[src/rtl/down_timer.sv]
// Loadable down-counting timer: load over a valid/ready handshake, arm, start,
// count to terminal, pulse o_done, optionally auto-reload for a periodic tick.
module down_timer #(
  parameter int WIDTH = 8
) (
  input  logic             i_clk,
  input  logic             i_reset,
  input  logic             i_load_valid,
  input  logic [WIDTH-1:0] i_load_value,
  output logic             o_load_ready,
  input  logic             i_start,
  input  logic             i_pause,
  input  logic             i_auto_reload,
  output logic [WIDTH-1:0] o_count,
  output logic             o_busy,
  output logic             o_done,
  output logic [1:0]       o_dbg_state
);

  typedef enum logic [1:0] {
    ST_IDLE  = 2'd0,
    ST_ARMED = 2'd1,
    ST_RUN   = 2'd2
  } state_t;

  state_t           r_state;
  logic [WIDTH-1:0] r_count;
  logic [WIDTH-1:0] r_reload;
  logic             r_done;

  state_t           w_state_nxt;
  logic [WIDTH-1:0] w_count_nxt;
  logic [WIDTH-1:0] w_reload_nxt;
  logic             w_done_nxt;
  logic             w_load_ready;
  logic             w_load_acc;

  // Load handshake: a transfer happens on a rising edge where both
  // i_load_valid and o_load_ready are high; ready drops for the whole RUN
  // state, and a request offered then is simply dropped, never queued.
  assign w_load_ready = (r_state != ST_RUN);
  assign w_load_acc   = i_load_valid && w_load_ready;

  always_comb begin
    w_state_nxt  = r_state;
    w_count_nxt  = r_count;
    w_reload_nxt = r_reload;
    w_done_nxt   = 1'b0;
    case (r_state)
      ST_IDLE: begin
        if (w_load_acc) begin
          w_count_nxt  = i_load_value;
          w_reload_nxt = i_load_value;
          if (i_load_value != '0) w_state_nxt = ST_ARMED;
        end
      end
      ST_ARMED: begin
        if (w_load_acc) begin
          w_count_nxt  = i_load_value;
          w_reload_nxt = i_load_value;
        end else if (i_start) begin
          w_state_nxt = ST_RUN;
        end
      end
      ST_RUN: begin
        if (!i_pause) begin
          if (r_count > WIDTH'(1)) begin
            w_count_nxt = r_count - WIDTH'(1);
          end else begin
            // Terminal edge: reload skips the zero count entirely.
            w_done_nxt = 1'b1;
            if (i_auto_reload) begin
              w_count_nxt = r_reload;
            end else begin
              w_count_nxt = '0;
              w_state_nxt = ST_IDLE;
            end
          end
        end
      end
      default: begin
        w_state_nxt = ST_IDLE;
        w_count_nxt = '0;
      end
    endcase
  end

  always_ff @(posedge i_clk) begin
    if (i_reset) begin
      r_state  <= ST_IDLE;
      r_count  <= '0;
      r_reload <= '0;
      r_done   <= 1'b0;
    end else begin
      r_state  <= w_state_nxt;
      r_count  <= w_count_nxt;
      r_reload <= w_reload_nxt;
      r_done   <= w_done_nxt;
    end
  end

  assign o_load_ready = w_load_ready;
  assign o_count      = r_count;
  assign o_busy       = (r_state == ST_RUN);
  assign o_done       = r_done;
  assign o_dbg_state  = r_state;

endmodule

[config.mk]
export PLATFORM = sky130hd
export DESIGN_NAME = down_timer
export DESIGN_NICKNAME = d
export VERILOG_FILES = /design/src/rtl/down_timer.sv
export SDC_FILE = /design/constraint.sdc
export NUM_CORES = 1
export LEC_CHECK = 0
export CAP_MARGIN = 5
export CORE_ASPECT_RATIO = 2
export CORE_MARGIN = 1.5
export CORE_UTILIZATION = 40
export DETAILED_ROUTE_END_ITERATION = 8
export HOLD_SLACK_MARGIN = 0.08
export PLACE_DENSITY = 0.64
export SLEW_MARGIN = 20
export SYNTH_ARGS = -nofsm -noshare
export SYNTH_HDL_FRONTEND = slang
export SYNTH_SLANG_ARGS = --single-unit
[constraint.sdc]
create_clock -name i_clk -period 2.5 [get_ports i_clk]
set_clock_uncertainty 0.05 [all_clocks]
set_input_delay 0.5 -clock i_clk [delete_from_list [all_inputs] [get_ports i_clk]]
set_output_delay 0.5 -clock i_clk [all_outputs]
set_load 0.005 [all_outputs]
# After elaboration in Yosys (flattened, before gate mapping)
# Index checks and enable logic that the tools add are counted.
# W data, S select, Z words.
# classes
addsub	1
multipliers	0
div_mod_pow	0
order_cmp	1
n_eq_ne	11
shift	0
n_mux	14
bitwise	1
n_reduce_logical	8
# ops
op	n
$mux W8	4
$ne A2 B2 Y1 const B	8
$pmux W8 S2	1
$mux W2	7
$gt A8 B1 Y1 const B	1
$reduce_bool A8 Y1	1
$sub A8 B1 Y8 const B	1
$reduce_and A7 Y1	1
$pmux W2 S3	1
$reduce_and A2 Y1	2
$reduce_or A3 Y1	1
$eq A2 B1 Y1 const B	1
$eq A2 B2 Y1 const B	1
$logic_not A2 Y1	1
$ne A2 B1 Y1 const B	1
$reduce_or A2 Y1	1
$logic_and A1 B1 Y1	1
$mux W1	1
$not A1 Y1	1
# totals
ff_bits	19
latch_bits	0
ramBits	0
romBits	0
in_bits	14
out_inout_bits	13
wordCells	40
mem_count	0

# Depth between registers and ports, before layout
# Gate-level depths: netlist of run 1.
# depth
depth_word	4
mapped_depth	7
depth_no_buf	6

# Worst setup path after synthesis of run 1
# Ideal clock, no wire load.
# synth_timing
path_type	register -> register
from	reg r_count[0] (netlist: o_count[0])
to	reg r_count[4] (netlist: o_count[4])
setup_time_ns	0.144
arrival_time_ns	1.755
required_ns	2.306
setup_slack_ns	0.551
stages_incl_launch_ff	8
path_buffers	1
period_less_slack_ns	1.949
path_cell_list	dfxtp_1 > inv_1 > ha_1 > clkbuf_1 > nor2_1 > nor4_2 > a2111oi_0 > a2111oi_2
# synth_between
elab_chain_cells	4
word_cells_on_any_way	5
cone_classes	add/sub: 1; order compare: 1; mux: 3
# synth_lines
item	line_no	text
start: declaration	27	logic [WIDTH-1:0] r_count;
start signal: assignment	96	r_count <= w_count_nxt;
$sub A8 B1 Y8 or $gt A8 B1 Y1 (tied branches)	68, 67	
$mux W8 (*)	67	if (r_count > WIDTH'(1)) begin
$mux W8 (*)	66	if (!i_pause) begin
$pmux W8 S2 (*)	49	case (r_state)
# Every way passes the cells marked *; elsewhere a longest branch is shown, timed or not. The select of a mux whose other input is x is not followed.
# A chain may end at the register's enable or synchronous reset.

# Final worst setup path of run 1
# layout_timing
from	reg r_state[0] (netlist: o_dbg_state[0])
to	out o_busy
# layout_between
elab_chain_cells	1
# layout_lines
item	line_no	text
start: declaration	26	state_t r_state;
start signal: assignment	95	r_state <= w_state_nxt;
$eq A2 B2 Y1	104	assign o_busy = (r_state == ST_RUN);
end: declaration	15	output logic o_busy,
# Every way passes these cells.

==> metrics, run 1 <==
status=finished clean; Via density=5.91; worst-path fanout max=9; crit-path cells=nand2b_1 > buf_4 > inv_1 > clkdlybuf4s50_1; nets=191; antenna diode count=0; post-cts hold buffer count=0; fill cell count=275; unrepaired setup endpoints after global routing=no; residual DRC count=0; relative slew slack=0.617; fin crit period=2.21 ns; TNS Setup=0 ns; Final Slew Violations=0; commonest non-fill, non-tap cell in the layout=clkdlybuf4s50_1; Sw Pwr=roughly 0.00025 W; hold crit path type=reg2reg; Port Buffers=26; drt first pass iters=4; Worst-path clk slew=0.07 ns; Req. time, crit path=1.95 ns; CTS sink count=19; Sequential Power Share=0.436; RD Place Congestion=0.916; Mean Syn Cell Area=8.00 um^2; Area growth syn-to-layout=30.6%; Ys Warns=0; sequential area share after synthesis=0.325; Total GRT Usage=0.241; Static Leak=0.561 nW; CP Class=reg2out; Die Y=79.4 um; routed length per instance=~17 um; net count after synthesis=162; Clock Tree Buf Depth=2; internal power=0.000548 W; DRT iter0 DRCs=40; Crit path max-delay family=buffers and inverters; largest net degree at the start of global routing=20; layout cell share with drive strength beyond 1=0.126; Die W=41.2 um; grt ovf=0; Peak VDD IR=0.000297 V; post-CTS sizing=0; switch share=0.316; crit path buf inv count=3; Cells after Synth=146; Arrival @ worst endpoint=1.66 ns; vias in the first global route=1118; I/O Pins=27; total number of vias=1200; Final period util=0.886; number of setup violations in the final report=0; most frequent cells in the layout=26 x clkdlybuf4s50_1, 21 x nand2_1, 19 x dfxtp_1; initial antenna violation count=0; Max stage delay on crit path=0.53 ns; Critical Path End Type=primary output; # rows=27; TritonCTS clock tree=yes; MaxCap Viol Count=0; Netlist Area Pre-Place=about 1200 um^2; max frequency=452 MHz; clk root buf=clkbuf_8; CP max-delay cell=clkdlybuf4s50_1; routed wire length=~3.4 mm; final instance area=roughly 1500 um^2; Routed Antenna Nets=0; actual slew at the worst max-slew pin=roughly 0.57 ns; nature of the critical path startpoint=flip-flop; synthesized flop and latch total=19; Comb pwr share=0.291; Core Area=2770 um^2; total CTS buffers=3; final hold viol count=0; die area=approximately 3300 um^2; Post-DP HPWL=2.73 mm; htree depth=1; clk_lat worst skew=between 0.2 and 0.3 ns; first-pass GRT wire length=5.46 mm; Starting Density=0.422; Pwr per Cell Area=525 nW/um^2; clock power share=0.273; Post-CTS Setup Bufs=0; post-synth cell types=39; placed cell areas=1480 um^2
## power groups by stage
stage               logic, W  clock network [W]  registers [W]
global route        0.000256           0.000239       0.000354
detailed placement  0.000232                  0       0.000357
floorplan           0.000137                  0       0.000352
finish              0.000233           0.000219       0.000350
global placement    0.000228                  0       0.000355
CTS                 0.000233           0.000220       0.000350
## worst register-to-register path, cell delays in order, from the launching register on
cell,delay [ns]
dfxtp_1,0.46
inv_1,0.07
ha_1,0.32
or2_2,0.36
nand3_1,0.23
nand3_1,0.14
a2111oi_2,0.31
## metrics by stage
| step | util | cells | hold WS (ns) | setup slack, ns | total power, W |
|---|---|---|---|---|---|
| after floorplan | - | 146 | 0.382 | 0.551 | 0.000489 |
| after global placement | 0.535 | 199 | 0.391 | 0.442 | 0.000583 |
| after detailed placement | 0.535 | 199 | 0.396 | 0.379 | 0.000589 |
| after CTS | 0.551 | 203 | 0.406 | 0.282 | 0.000804 |
| after global routing | 0.551 | 203 | 0.426 | 0.196 | 0.000848 |
| final | 0.551 | 203 | 0.410 | 0.286 | 0.000802 |
## path summary, 6_finish.rpt
path	from	to	slack, ns	cells after the start
max reg2reg	o_count[0]$_SDFFE_PP0P_	o_count[3]$_SDFFE_PP0P_	0.46	6
max	o_dbg_state[0]$_SDFFE_PP0P_	o_busy	0.29	4
min	r_reload[5]$_SDFFE_PP0P_	r_reload[5]$_SDFFE_PP0P_	0.41	2
min reg2reg	r_reload[5]$_SDFFE_PP0P_	r_reload[5]$_SDFFE_PP0P_	0.41	2
## Yosys cell counts
cell	n	area share
nand2_1	21	0.067
dfxtp_1	19	0.33
a21oi_1	14	0.060
nor2_1	13	0.042
clkbuf_1	7	0.022
a211oi_1	5	0.032
inv_1	5	0.016
a221oi_1	4	0.030
a311oi_1	4	0.030
nand3_1	4	0.017
nor4_1	4	0.021
a2bb2oi_1	3	0.022
and3_1	3	0.016
nand2b_1	3	0.016
nand4b_1	3	0.022
or2_2	3	0.016
a2111oi_2	2	0.026
a21o_1	2	0.013
buf_2	2	0.0086
ha_1	2	0.021
mux2i_1	2	0.017
nor3_1	2	0.0086
nor4_2	2	0.021
o211ai_1	2	0.013
a2111oi_0	1	0.0075
a21boi_0	1	0.0064
a31oi_1	1	0.0054
nand4_1	1	0.0054
nor2b_1	1	0.0054
nor3_2	1	0.0086
nor4_4	1	0.018
o21ai_0	1	0.0043
o22a_1	1	0.0075
o31a_2	1	0.0086
o31ai_1	1	0.0064
or4_1	1	0.0064
or4_2	1	0.0075
or4_4	1	0.0096
xnor2_1	1	0.0075
## sequential cells by signal, summed over array words and instances, names as in the netlist
name         flops
o_count          8
o_dbg_state      2
o_done           1
r_reload         8
## final cells by class
cell class                 instances  area [um^2]  share of cell area
multi-input combinational        113          733               0.480
sequential                        19          380               0.249
timing repair buffer              33          313               0.205
clock buffer                       4         45.0              0.0295
tap                               29         36.3              0.0238
inverter                           5         18.8              0.0123
## routing by layer
layer	GRT usage	vias up	routed length, um
li1	-	604	-
met5	0	-	0
met3	0.0306	8	140
met4	0.119	0	114
met1	0.271	544	1280
met2	0.409	44	1840
## cells by family (layout without fill, tap and decap cells)
kind of cell	count (synthesis)	count (layout)	synth area share
adders and majority gates	2	2	0.0214
buffers and inverters	14	42	0.0471
and+or+nand+nor	65	65	0.309
AOI/OAI and AO/OA	43	43	0.272
xor gates and xnor gates	1	1	0.00750
DFF	19	19	0.325
muxes	2	2	0.0171
Note: power is estimated with default switching activity, not from simulation.
==> run 2: changes to the inputs <==
Settings changed: ABC_CLOCK_PERIOD_IN_PS set to 2500, CTS_CLUSTER_DIAMETER set to 50.
==> results of run 2 <==
Final layout, timing and power as in run 1 (identical DEF).
==> run 3: changes to the inputs <==
Settings changed: TNS_END_PERCENT set to 10.
==> results of run 3 <==
Final layout, timing and power as in run 1 (identical DEF).
